<file path="config.mk">
export PLATFORM = sky130hd
export DESIGN_NAME = serial_sub
export DESIGN_NICKNAME = d
export VERILOG_FILES = /design/src/rtl/serial_sub.sv
export SDC_FILE = /design/constraint.sdc
export NUM_CORES = 1
export LEC_CHECK = 0
export CAP_MARGIN = 20
export CELL_PAD_IN_SITES_DETAIL_PLACEMENT = 0
export CELL_PAD_IN_SITES_GLOBAL_PLACEMENT = 1
export CORE_ASPECT_RATIO = 0.6
export CORE_UTILIZATION = 35
export DETAILED_ROUTE_END_ITERATION = 8
export PLACE_DENSITY = 0.79
export SYNTH_ARGS = -nofsm -noshare
export SYNTH_HDL_FRONTEND = slang
export SYNTH_SLANG_ARGS = --single-unit
export TNS_END_PERCENT = 100
</file>
<file path="constraint.sdc">
create_clock -name clk -period 1.4 [get_ports clk]
set_input_delay 0.42 -clock clk [delete_from_list [all_inputs] [get_ports clk]]
set_output_delay 0.42 -clock clk [all_outputs]
set_load 0.01 [all_outputs]
</file>
<file path="src/rtl/serial_sub.sv">
// serial_sub: bit-serial subtractor, dif = a - b - bin (mod 2^WIDTH), with
// borrow-out. One bit is resolved per clock, LSB first, so an operation takes
// WIDTH cycles in RUN plus one cycle in DONE.
//
// Ports
//   clk    in   single clock, rising edge
//   rst    in   synchronous active-high reset
//   start  in   begin an operation (only honoured in IDLE)
//   a      in   minuend, captured on the accepted start edge
//   b      in   subtrahend, captured on the accepted start edge
//   bin    in   borrow-in, captured on the accepted start edge
//   dif    out  registered difference, holds the last completed result
//   bout   out  registered borrow-out of the last completed result
//   busy   out  high in RUN and DONE
//   done   out  one-cycle pulse in DONE, dif/bout valid for the new result
//
// State table
//   state  | meaning
//   IDLE   | waiting for start; busy=0, done=0
//   RUN    | one subtractor bit per cycle, cnt = bit index being processed
//   DONE   | result just published; done=1 for this single cycle

module serial_sub #(
   parameter int WIDTH = 8
) (
   input  logic             clk,
   input  logic             rst,
   input  logic             start,
   input  logic [WIDTH-1:0] a,
   input  logic [WIDTH-1:0] b,
   input  logic             bin,
   output logic [WIDTH-1:0] dif,
   output logic             bout,
   output logic             busy,
   output logic             done
);

   localparam int CW = (WIDTH > 2) ? $clog2(WIDTH) : 1;
   localparam logic [CW-1:0] CNT_LAST = CW'(WIDTH - 1);

   typedef enum logic [1:0] {
      S_IDLE = 2'd0,
      S_RUN  = 2'd1,
      S_DONE = 2'd2
   } state_t;

   state_t state;
   state_t state_nxt;

   logic [WIDTH-1:0] sh_a;
   logic [WIDTH-1:0] sh_b;
   // Shadow result: collects difference bits while running so that dif never
   // shows a partially computed value.
   logic [WIDTH-2:0] res;
   logic [CW-1:0]    cnt;
   logic             br;

   logic             x;
   logic             y;
   logic             d;
   logic             br_nxt;
   logic             last;
   logic             load;
   logic             step;
   // New bit at the top, older bits below; its upper WIDTH-1 bits are the
   // right-shifted shadow, and the whole vector is the finished result on the
   // last bit.
   logic [WIDTH-1:0] res_cat;

   assign x       = sh_a[0];
   assign y       = sh_b[0];
   assign d       = x ^ y ^ br;
   assign br_nxt  = (~x & y) | (~(x ^ y) & br);
   assign last    = (cnt == CNT_LAST);
   assign res_cat = {d, res};

   always_ff @(posedge clk) begin
      if (rst) begin
         state <= S_IDLE;
      end else begin
         state <= state_nxt;
      end
   end

   always_comb begin
      state_nxt = state;
      load      = 1'b0;
      step      = 1'b0;
      busy      = 1'b0;
      done      = 1'b0;
      case (state)
         S_IDLE: begin
            if (start) begin
               load      = 1'b1;
               state_nxt = S_RUN;
            end
         end
         S_RUN: begin
            busy = 1'b1;
            step = 1'b1;
            if (last) begin
               state_nxt = S_DONE;
            end
         end
         S_DONE: begin
            busy      = 1'b1;
            done      = 1'b1;
            state_nxt = S_IDLE;
         end
         default: begin
            state_nxt = S_IDLE;
         end
      endcase
   end

   always_ff @(posedge clk) begin
      if (rst) begin
         sh_a <= '0;
         sh_b <= '0;
         res  <= '0;
         cnt  <= '0;
         br   <= 1'b0;
         dif  <= '0;
         bout <= 1'b0;
      end else if (load) begin
         sh_a <= a;
         sh_b <= b;
         br   <= bin;
         cnt  <= '0;
      end else if (step) begin
         sh_a <= sh_a >> 1;
         sh_b <= sh_b >> 1;
         res  <= res_cat[WIDTH-1:1];
         br   <= br_nxt;
         if (last) begin
            cnt  <= '0;
            dif  <= res_cat;
            bout <= br_nxt;
         end else begin
            cnt <= cnt + CW'(1);
         end
      end
   end

endmodule

</file>
==> impl_metrics.env <==
export IMPL_pre_cts_slack_ns=-0.278
export IMPL_gp_congestion=0.767
export IMPL_cts_buffer_depth=2
export IMPL_fmax_mhz=684
export IMPL_die_area_um2=5210
export IMPL_netlist_instances=190
export IMPL_cellLeakagePower_nw=0.909
export IMPL_clock_skew_final_ns=0.00117
export IMPL_hold_buffers=0
export IMPL_dp_hpwl_mm=2.46
export IMPL_p_comb_share_pct=41.4
export IMPL_yosysWarnings=0
export IMPL_syn_avg_cell_area_um2=9.05
export IMPL_p_int_mw=2.36
export IMPL_tightest_slew_ns=0.251
export IMPL_drc_errors=0
export IMPL_antenna_left=0
export IMPL_wl_mm=3.58
export IMPL_violations="negative setup slack"
export IMPL_htree_levels=2
export IMPL_finalSetupViolations=2
export IMPL_ys_seq_area_share_pct=44.3
export IMPL_synth_area_um2=1720
export IMPL_finalCritPeriodShare_pct=104
export IMPL_critical_path_arrival_ns=1.04
export IMPL_final_core_util_pct=50.7
export IMPL_pwr_share_clk_pct=19.4
export IMPL_clock_sinks=38
export IMPL_crit_path_frequent_cell="buf_6"
export IMPL_n_fill_cell=469
export IMPL_fin_ws_ns=-0.0629
export IMPL_crit_required_ns=0.98
export IMPL_hold_viol=0
export IMPL_placed_cells=286
export IMPL_hp_class="register to register"
export IMPL_maxCapViolations=0
export IMPL_yosysTopAreaCellShare_pct=44.3
export IMPL_crit_chain="inv_2 -> buf_6 -> ha_4 -> buf_6"
export IMPL_status="finished with violations"
export IMPL_drive_gt1_share_pct=19.5
export IMPL_core_area_um2=4640
export IMPL_slew_violations=0
export IMPL_critPathMaxFanout=2
export IMPL_synth_area_leaders="dfxtp_1 44%, mux2i_1 10%, nand2b_1 7.3%"
export IMPL_p_total_mw=3.52
export IMPL_swShare_pct=33.0
export IMPL_synthArstFlopShare_pct=0
export IMPL_ys_ff_latch=38
export IMPL_grt_usage_pct=15.2
export IMPL_dieHeight_um=56.3
export IMPL_vias_per_cell=4.74
export IMPL_clockRootBuffer="clkbuf_8"
export IMPL_finalWorstPathRequiredPeriod_ns=1.46
export IMPL_syn_nets=219
export IMPL_cp_start_kind="register"
export IMPL_ir_worst_vdd_v=0.000560
export IMPL_yosys_top_cells_count="38 x dfxtp_1, 21 x nor2_1, 20 x nand2b_1"
export IMPL_critPathSlowestCell="dfxtp_2"
export IMPL_drt_met1_wl_mm=2.00
export IMPL_grt_pass1_wl_mm=6.11
export IMPL_fp_dieW_um=92.5
export IMPL_layoutNonFillerInstCount=294
export IMPL_num_rows=19
export IMPL_rsz0062_at_grt="yes"
export IMPL_design_portCount=31
export IMPL_drt_iter0_drc=50
export IMPL_antenna_cells=0
export IMPL_grt_overflow=0
export IMPL_synthDistinctLibCells=25
export IMPL_synth_ff_type="dfxtp_1"
export IMPL_cp_slowest_stage_delay_ns=0.34
export IMPL_relSlewSlack_pct=83.3
export IMPL_top_layer="met4"
export IMPL_vias=1395
export IMPL_synth_edff_count=0
export IMPL_fin_nets=260
export IMPL_grt_pass1_vias=1332
export IMPL_antenna_found_initial=0
export IMPL_holdWs_ns=0.461
export IMPL_seq_power_share_pct=39.2
export IMPL_route_met3_wl_um=164
export IMPL_area_growth_pct=36.6
export IMPL_cts_buffers=5
export IMPL_crit_path_end_kind="output pin"
export IMPL_clk_insertion_delay_late_ns=0.28
export IMPL_synth_most_common_cell="dfxtp_1"
export IMPL_grt_max_degree=31
export IMPL_netlist_top_cell_by_area="dfxtp_1"
export IMPL_drtPass1Iterations=4
export IMPL_wl_per_cell_um=12.2
export IMPL_initial_core_util_pct=37.1
export IMPL_powerDensity_nw_per_um2=1500
export IMPL_path_clk_slew_ns=0.07
export IMPL_critPathKind="register to output pin"
export IMPL_p_sw_mw=1.16
export IMPL_tritoncts="built"
export IMPL_met2_length_mm=1.36
export IMPL_io_buffers=30
worst max-delay path: cells and delay by family (launching register included):
family	cells	cell delay (ns)
buffers and inverters	3	0.28
adder cells (fa/ha/maj)	1	0.14
flip-flops	1	0.34
state kept, by name, summed over array words and instances (netlist names):
signal	cells
bout	1
br	1
cnt	3
dif	8
res	7
sh_a	8
sh_b	8
state	2
timing repair:
item / CTS / global route
resized for setup: 30 / 13
pin swaps: 1 / 8
hold endpoints to repair: 0 / 0
setup buffers: 0 / 1
endpoints found under the setup margin: 24 / 31
worst paths after layout:
kind	startpoint	end	slack, ns	cells past startpoint
worst max-delay path	state[0]$_SDFFE_PP0P_	done	-0.06	4
worst min-delay path	sh_b[4]$_SDFFE_PP0P_	sh_b[3]$_SDFFE_PP0P_	0.46	2
worst max register to register	state[1]$_SDFFE_PP0P_	sh_a[6]$_SDFFE_PP0P_	0.06	7
worst min register to register	sh_b[4]$_SDFFE_PP0P_	sh_b[3]$_SDFFE_PP0P_	0.46	2
cell type report:
class	instances	area (um2)	share of cell area, %
multi-input combinational	133	945	40.2
timing repair buffer	47	462	19.7
clock buffer	7	76.3	3.25
inverter	6	22.5	0.959
sequential	38	764	32.6
tap	63	78.8	3.36
placed cells by master (no fill, tap or decap), types with 5 or more instances in the layout:
cell / count
a211oi_1: 11
a21oi_1: 18
buf_4: 12
clkbuf_8: 5
clkdlybuf4s50_1: 18
dfxtp_1: 35
dlygate4sd2_1: 9
mux2i_1: 18
nand2_1: 19
nand2b_1: 20
nor2_1: 21
layer usage:
metal  vias to the layer above  GRT usage [%]
met2                        28           20.2
met1                       634           22.5
li1                        726              -
met5                         -              0
met4                         0           6.70
met3                         7           4.34
metrics by stage:
stage	setup TNS, ns	cell area [um2]
final	-0.113	2350
after floorplan	0	1720
after detailed placement	-6.85	2180
after CTS	-0.142	2290
after global placement	-6.02	2180
after global routing	-0.188	2350
power groups by stage:
| stage | sequential [mW] | combinational, mW | clock [mW] |
|---|---|---|---|
| CTS | 1.37 | 1.34 | 0.712 |
| detailed placement | 1.39 | 1.26 | 0 |
| floorplan | 1.37 | 0.799 | 0 |
| global route | 1.40 | 1.62 | 0.751 |
| finish | 1.38 | 1.46 | 0.684 |
| global placement | 1.39 | 1.24 | 0 |
cell families after synthesis:
kind of cell	share of synthesized area, %
simple gates	19.3
buf+inv	5.09
compound gates	13.9
fa+ha+maj	6.99
flops	44.3
mux	10.5
(Power assumes the default switching activity.)
